## src/rtl/fp_add_master.sv

```systemverilog
// Avalon-MM master for the FP-add accelerator: writes operand A, operand B and
// the GO word, then reads back the result, with a bounded wait for readdatavalid.
module fp_add_master #(
    parameter int ADDR_W   = 3,
    parameter int DATA_W   = 32,
    parameter int OPA_ADDR = 0,
    parameter int OPB_ADDR = 1,
    parameter int GO_ADDR  = 3,
    parameter int RES_ADDR = 4,
    parameter int TIMEOUT  = 255
) (
    input  logic              clk,
    input  logic              reset_n,
    input  logic              start,
    input  logic [DATA_W-1:0] operand_a,
    input  logic [DATA_W-1:0] operand_b,
    output logic              busy,
    output logic              done,
    output logic [DATA_W-1:0] result,
    output logic              timeout_err,
    output logic [ADDR_W-1:0] m_address,
    output logic              m_write,
    output logic [DATA_W-1:0] m_writedata,
    output logic              m_read,
    input  logic [DATA_W-1:0] m_readdata,
    input  logic              m_readdatavalid,
    input  logic              m_waitrequest
);

    // The counter only has to reach TIMEOUT-1: the TIMEOUT-th wait cycle ends the read.
    localparam int CNT_W = (TIMEOUT < 2) ? 1 : $clog2(TIMEOUT);
    localparam logic [CNT_W-1:0] CNT_LAST = CNT_W'(TIMEOUT - 1);

    typedef enum logic [2:0] {
        S_IDLE,
        S_WR_A,
        S_WR_B,
        S_WR_GO,
        S_RD_REQ,
        S_RD_WAIT,
        S_FIN
    } state_t;

    state_t            state_q;
    logic [DATA_W-1:0] opb_q;
    logic [CNT_W-1:0]  cnt_q;
    logic              busy_q;
    logic              done_q;
    logic [DATA_W-1:0] result_q;
    logic              timeout_err_q;
    logic [ADDR_W-1:0] m_address_q;
    logic              m_write_q;
    logic [DATA_W-1:0] m_writedata_q;
    logic              m_read_q;

    always_ff @(posedge clk or negedge reset_n) begin
        if (!reset_n) begin
            state_q       <= S_IDLE;
            opb_q         <= '0;
            cnt_q         <= '0;
            busy_q        <= 1'b0;
            done_q        <= 1'b0;
            result_q      <= '0;
            timeout_err_q <= 1'b0;
            m_address_q   <= '0;
            m_write_q     <= 1'b0;
            m_writedata_q <= '0;
            m_read_q      <= 1'b0;
        end else begin
            case (state_q)
                S_IDLE: begin
                    done_q <= 1'b0;
                    if (start) begin
                        // Operand A goes straight onto the bus; only B needs holding.
                        opb_q         <= operand_b;
                        busy_q        <= 1'b1;
                        m_write_q     <= 1'b1;
                        m_address_q   <= ADDR_W'(OPA_ADDR);
                        m_writedata_q <= operand_a;
                        state_q       <= S_WR_A;
                    end
                end
                S_WR_A: begin
                    if (!m_waitrequest) begin
                        m_address_q   <= ADDR_W'(OPB_ADDR);
                        m_writedata_q <= opb_q;
                        state_q       <= S_WR_B;
                    end
                end
                S_WR_B: begin
                    if (!m_waitrequest) begin
                        m_address_q   <= ADDR_W'(GO_ADDR);
                        m_writedata_q <= '0;
                        state_q       <= S_WR_GO;
                    end
                end
                S_WR_GO: begin
                    if (!m_waitrequest) begin
                        m_write_q   <= 1'b0;
                        m_read_q    <= 1'b1;
                        m_address_q <= ADDR_W'(RES_ADDR);
                        state_q     <= S_RD_REQ;
                    end
                end
                S_RD_REQ: begin
                    if (!m_waitrequest) begin
                        m_read_q <= 1'b0;
                        cnt_q    <= '0;
                        state_q  <= S_RD_WAIT;
                    end
                end
                S_RD_WAIT: begin
                    // Data arriving on the last permitted cycle still counts as success.
                    if (m_readdatavalid) begin
                        result_q      <= m_readdata;
                        timeout_err_q <= 1'b0;
                        done_q        <= 1'b1;
                        busy_q        <= 1'b0;
                        state_q       <= S_FIN;
                    end else if (cnt_q == CNT_LAST) begin
                        result_q      <= '0;
                        timeout_err_q <= 1'b1;
                        done_q        <= 1'b1;
                        busy_q        <= 1'b0;
                        state_q       <= S_FIN;
                    end else begin
                        cnt_q <= cnt_q + 1'b1;
                    end
                end
                S_FIN: begin
                    done_q  <= 1'b0;
                    state_q <= S_IDLE;
                end
                default: begin
                    state_q   <= S_IDLE;
                    busy_q    <= 1'b0;
                    done_q    <= 1'b0;
                    m_write_q <= 1'b0;
                    m_read_q  <= 1'b0;
                end
            endcase
        end
    end

    assign busy        = busy_q;
    assign done        = done_q;
    assign result      = result_q;
    assign timeout_err = timeout_err_q;
    assign m_address   = m_address_q;
    assign m_write     = m_write_q;
    assign m_writedata = m_writedata_q;
    assign m_read      = m_read_q;

endmodule

```

## config.mk

```make
export PLATFORM = sky130hd
export DESIGN_NAME = fp_add_master
export DESIGN_NICKNAME = d
export VERILOG_FILES = /design/src/rtl/fp_add_master.sv
export SDC_FILE = /design/constraint.sdc
export NUM_CORES = 1
export LEC_CHECK = 0
export BUFFER_PORTS_ARGS = -buffer_cell sky130_fd_sc_hd__buf_4
export CAP_MARGIN = 20
export CORE_MARGIN = 1.5
export CORE_UTILIZATION = 24
export CTS_CLUSTER_SIZE = 14
export DETAILED_ROUTE_END_ITERATION = 8
export PLACE_DENSITY = 0.54
export SLEW_MARGIN = 10
export SYNTH_ARGS = -nofsm -noshare
export SYNTH_HDL_FRONTEND = slang
export SYNTH_SLANG_ARGS = --single-unit
```

## constraint.sdc

```tcl
create_clock -name clk -period 1.95 [get_ports clk]
set_clock_uncertainty 0.15 [all_clocks]
set_input_delay 0.195 -clock clk [delete_from_list [all_inputs] [get_ports clk]]
set_output_delay 0.195 -clock clk [all_outputs]
set_load 0.05 [all_outputs]
```

==> key figures <==
Status
  • Outcome: complete, no violations

Power
  • Power Density: 1910 nW/µm²
  • P_leak: ~3.7 nW
  • Total power: 15.5 mW
  • Maximum VDD drop: ~0.00094 V

Routing
  • DRT antenna net count: 0
  • Remaining DRCs: 0
  • WL/cell: 15.6 µm
  • DR iter-0 viols: 192
  • 1st-pass router iterations: 4
  • DR vias: 4373
  • DR vias/cell: 4.57
  • Total Wirelength: 15000 µm

Global route
  • First-pass GRT wire length: about 24000 µm
  • Most used routing layer: met2
  • Grt met2 use: 23.7%
  • Pin count of the biggest net entering global routing: 65
  • Vias in the first global route: between 4000 and 5000
  • Gr usage total: 14.3%
  • GR met3 Demand/Resource: ~5.7%
  • Initial antenna violation count: 0
  • GRT Residual Overflow: 0
  • GR Layer Usage met1: 16.6%

Cells and area
  • Area growth from synthesis to layout: 67.5%
  • Share of cells above drive strength 1: 38.6%
  • Post-layout util: 41.4%
  • Design area: slightly above 8000 µm²
  • Nets@finish: 783
  • Post-Layout Cell Count: 957

Clock tree
  • CTS Sinks: 115
  • Clk buf depth: 2
  • H-tree levels: 4
  • CTS tree: done
  • Worst-path clk slew: 0.06 ns
  • Postcts setup bufs: 0
  • Worst skew pair latency: 0.41 ns
  • Clock Tree Root: clkbuf_16
  • CTS Buf Count: 17

Yosys
  • Cells after synthesis: 402
  • Ys flop type: dfrtp_1
  • Number of synthesized flops with an enable pin: 0
  • Top cells by area, synth: dfrtp_1, mux2_2, a22o_1, a22oi_1, a21oi_1
  • Syn Area/Cell: between 10 and 15 µm²
  • Sequential-to-total area share from yosys stat: 59.2%
  • Top-count cell post-synth: dfrtp_1
  • Post-synthesis sequential element count: 115
  • Asr flop ratio synth: 100%
  • Yosys warnings: 0
  • Synth Cell Area: 4860 µm²
  • Post-synth cell types: 45
  • Yosys top cell area share: 59.2%
  • Commonest cells in the netlist: dfrtp_1, a21oi_1, nor2_1
  • Synth Net Count: 506
  • Dominant cell type by area after synthesis: dfrtp_1

Floorplanning
  • Core area: 19700 µm²
  • Starting density of the core: 24.7%
  • Die height: 145 µm
  • Die X: 145 µm
  • Io pins: around 170
  • Site Rows: 51
  • DIE AREA: 21100 µm²

Setup path
  • Critical path's slowest cell: dfrtp_1
  • Worst Path Max Fanout: 14
  • WP data arrival: 1.99 ns
  • Worst path cell trace: nor2b_2 -> nor2b_4 -> and2_2 -> buf_12 -> mux2_2
  • CP bufs+invs: 1
  • Critical path capture point type: flip-flop
  • Crit Path Category: flip-flop to flip-flop
  • Worst path max stage delay: 0.45 ns
  • CP Data Required Time: 2.09 ns
  • Delay-heaviest family, CP: simple AND/OR/NAND/NOR gates
  • Startpoint types: flip-flop

Job
  • Max-cap violations: 0

Placed design
  • Cell Area, Placed: 6550 µm²
  • Routability cong.: 0.817
  • HPWL after DPL: slightly above 9000 µm
  • Place WS: 0.0987 ns
  • Count of input and output buffers: about 170
  • Cells after DPL: ~830

STA
  • Final period util: between 90% and 100%
  • Min cycle time layout: 1.85 ns
  • Peak Freq: 541 MHz
  • Slew headroom: 69.2%
  • Worst-Margin Slew: around 0.46 ns
  • Final Worst Setup Slack: 0.102 ns
  • Max-slew violations: 0
  • Hold Fails Final Rpt: 0
  • # setup viols final: 0
  • Setup TNS: 0 ns
  • Hold slack: 0.0406 ns

Worst hold path
  • Hold Path Class: input port to flip-flop
where the power goes:
part / internal, mW / switching [mW]
Sequential: 3.59 / 0.703
Clock: 1.96 / 1.07
Combinational: 3.06 / 5.14
Total: 8.62 / 6.91
worst register-to-register path, stage by stage (launching register included):
cell     delay (ns)
dfrtp_1        0.45
nor2b_2        0.16
nor2b_4        0.15
and2_2         0.28
buf_12         0.19
mux2_2         0.35
metal layers:
metal | part of all wire (%) | up-vias
li1 | - | 2026
met1 | 42 | 2160
met2 | 48 | 171
met3 | 7.8 | 16
met4 | 1.4 | 0
met5 | 0 | -
cells by family (layout without fill, tap and decap cells):
group / Yosys count / in the layout / synth area share [%]
mux: 36 / 36 / 8.29
compound gates: 137 / 137 / 20.1
buf+inv: 39 / 328 / 4.43
other cells: 0 / 1 / 0
simple gates: 70 / 70 / 6.83
fa+ha+maj: 3 / 3 / 0.773
flops: 115 / 115 / 59.2
xor+xnor: 2 / 2 / 0.361
cell type report:
cell class                 instances  area [µm²]
fill                            1833       11500
sequential                       115        2880
timing repair buffer             291        2540
multi-input combinational        248        1770
clock buffer                      22         474
tap                              265         332
clock inverter                     9         105
inverter                           6        22.5
antenna                            1        2.50
layout by cell type, fill, tap and decap left out, drive strengths merged, types with 2 or more instances in the layout:
cell type    instances
nand3                5
mux2i                2
nand2b               4
nand2                8
o22a                 2
ha                   3
and2                 2
clkbuf              23
dfrtp              115
mux2                34
o31ai                2
o21ai               12
o211ai               3
buf                193
nor2b                3
clkinv               3
nor2                40
inv                  6
a31oi                4
bufinv               2
o22ai                2
a41oi                2
a22o                33
or3                  2
clkinvlp             4
a21oi               40
a22oi               32
dlygate4sd3         97
sequential cells by signal, indices dropped and copies added (netlist names):
| register | cells |
|---|---|
| opb_q | 32 |
| m_address | 3 |
| timeout_err | 1 |
| m_read | 1 |
| cnt_q | 8 |
| result | 32 |
| m_write | 1 |
| state_q | 3 |
| done | 1 |
| busy | 1 |
| m_writedata | 32 |
timing repair:
item,in CTS,in global routing
gates resized for setup,0,2
endpoints found under the setup margin,0,8
hold buffers,97,0
endpoints found under the hold margin,159,0
final timing paths:
path                            slack (ns)  cells after the start           from         end
worst max-delay path                  0.10                      5     state_q[0]   opb_q[28]
min in group asynchronous             0.14                      2        reset_n  result[25]
worst min-delay path                  0.04                      3  m_waitrequest     m_write
max in group asynchronous             0.86                      3        reset_n   opb_q[19]
worst max register to register        0.10                      5     state_q[0]   opb_q[28]
worst min register to register        0.35                      1      result[8]   result[8]
No activity file was read; power rests on OpenSTA's default activity.
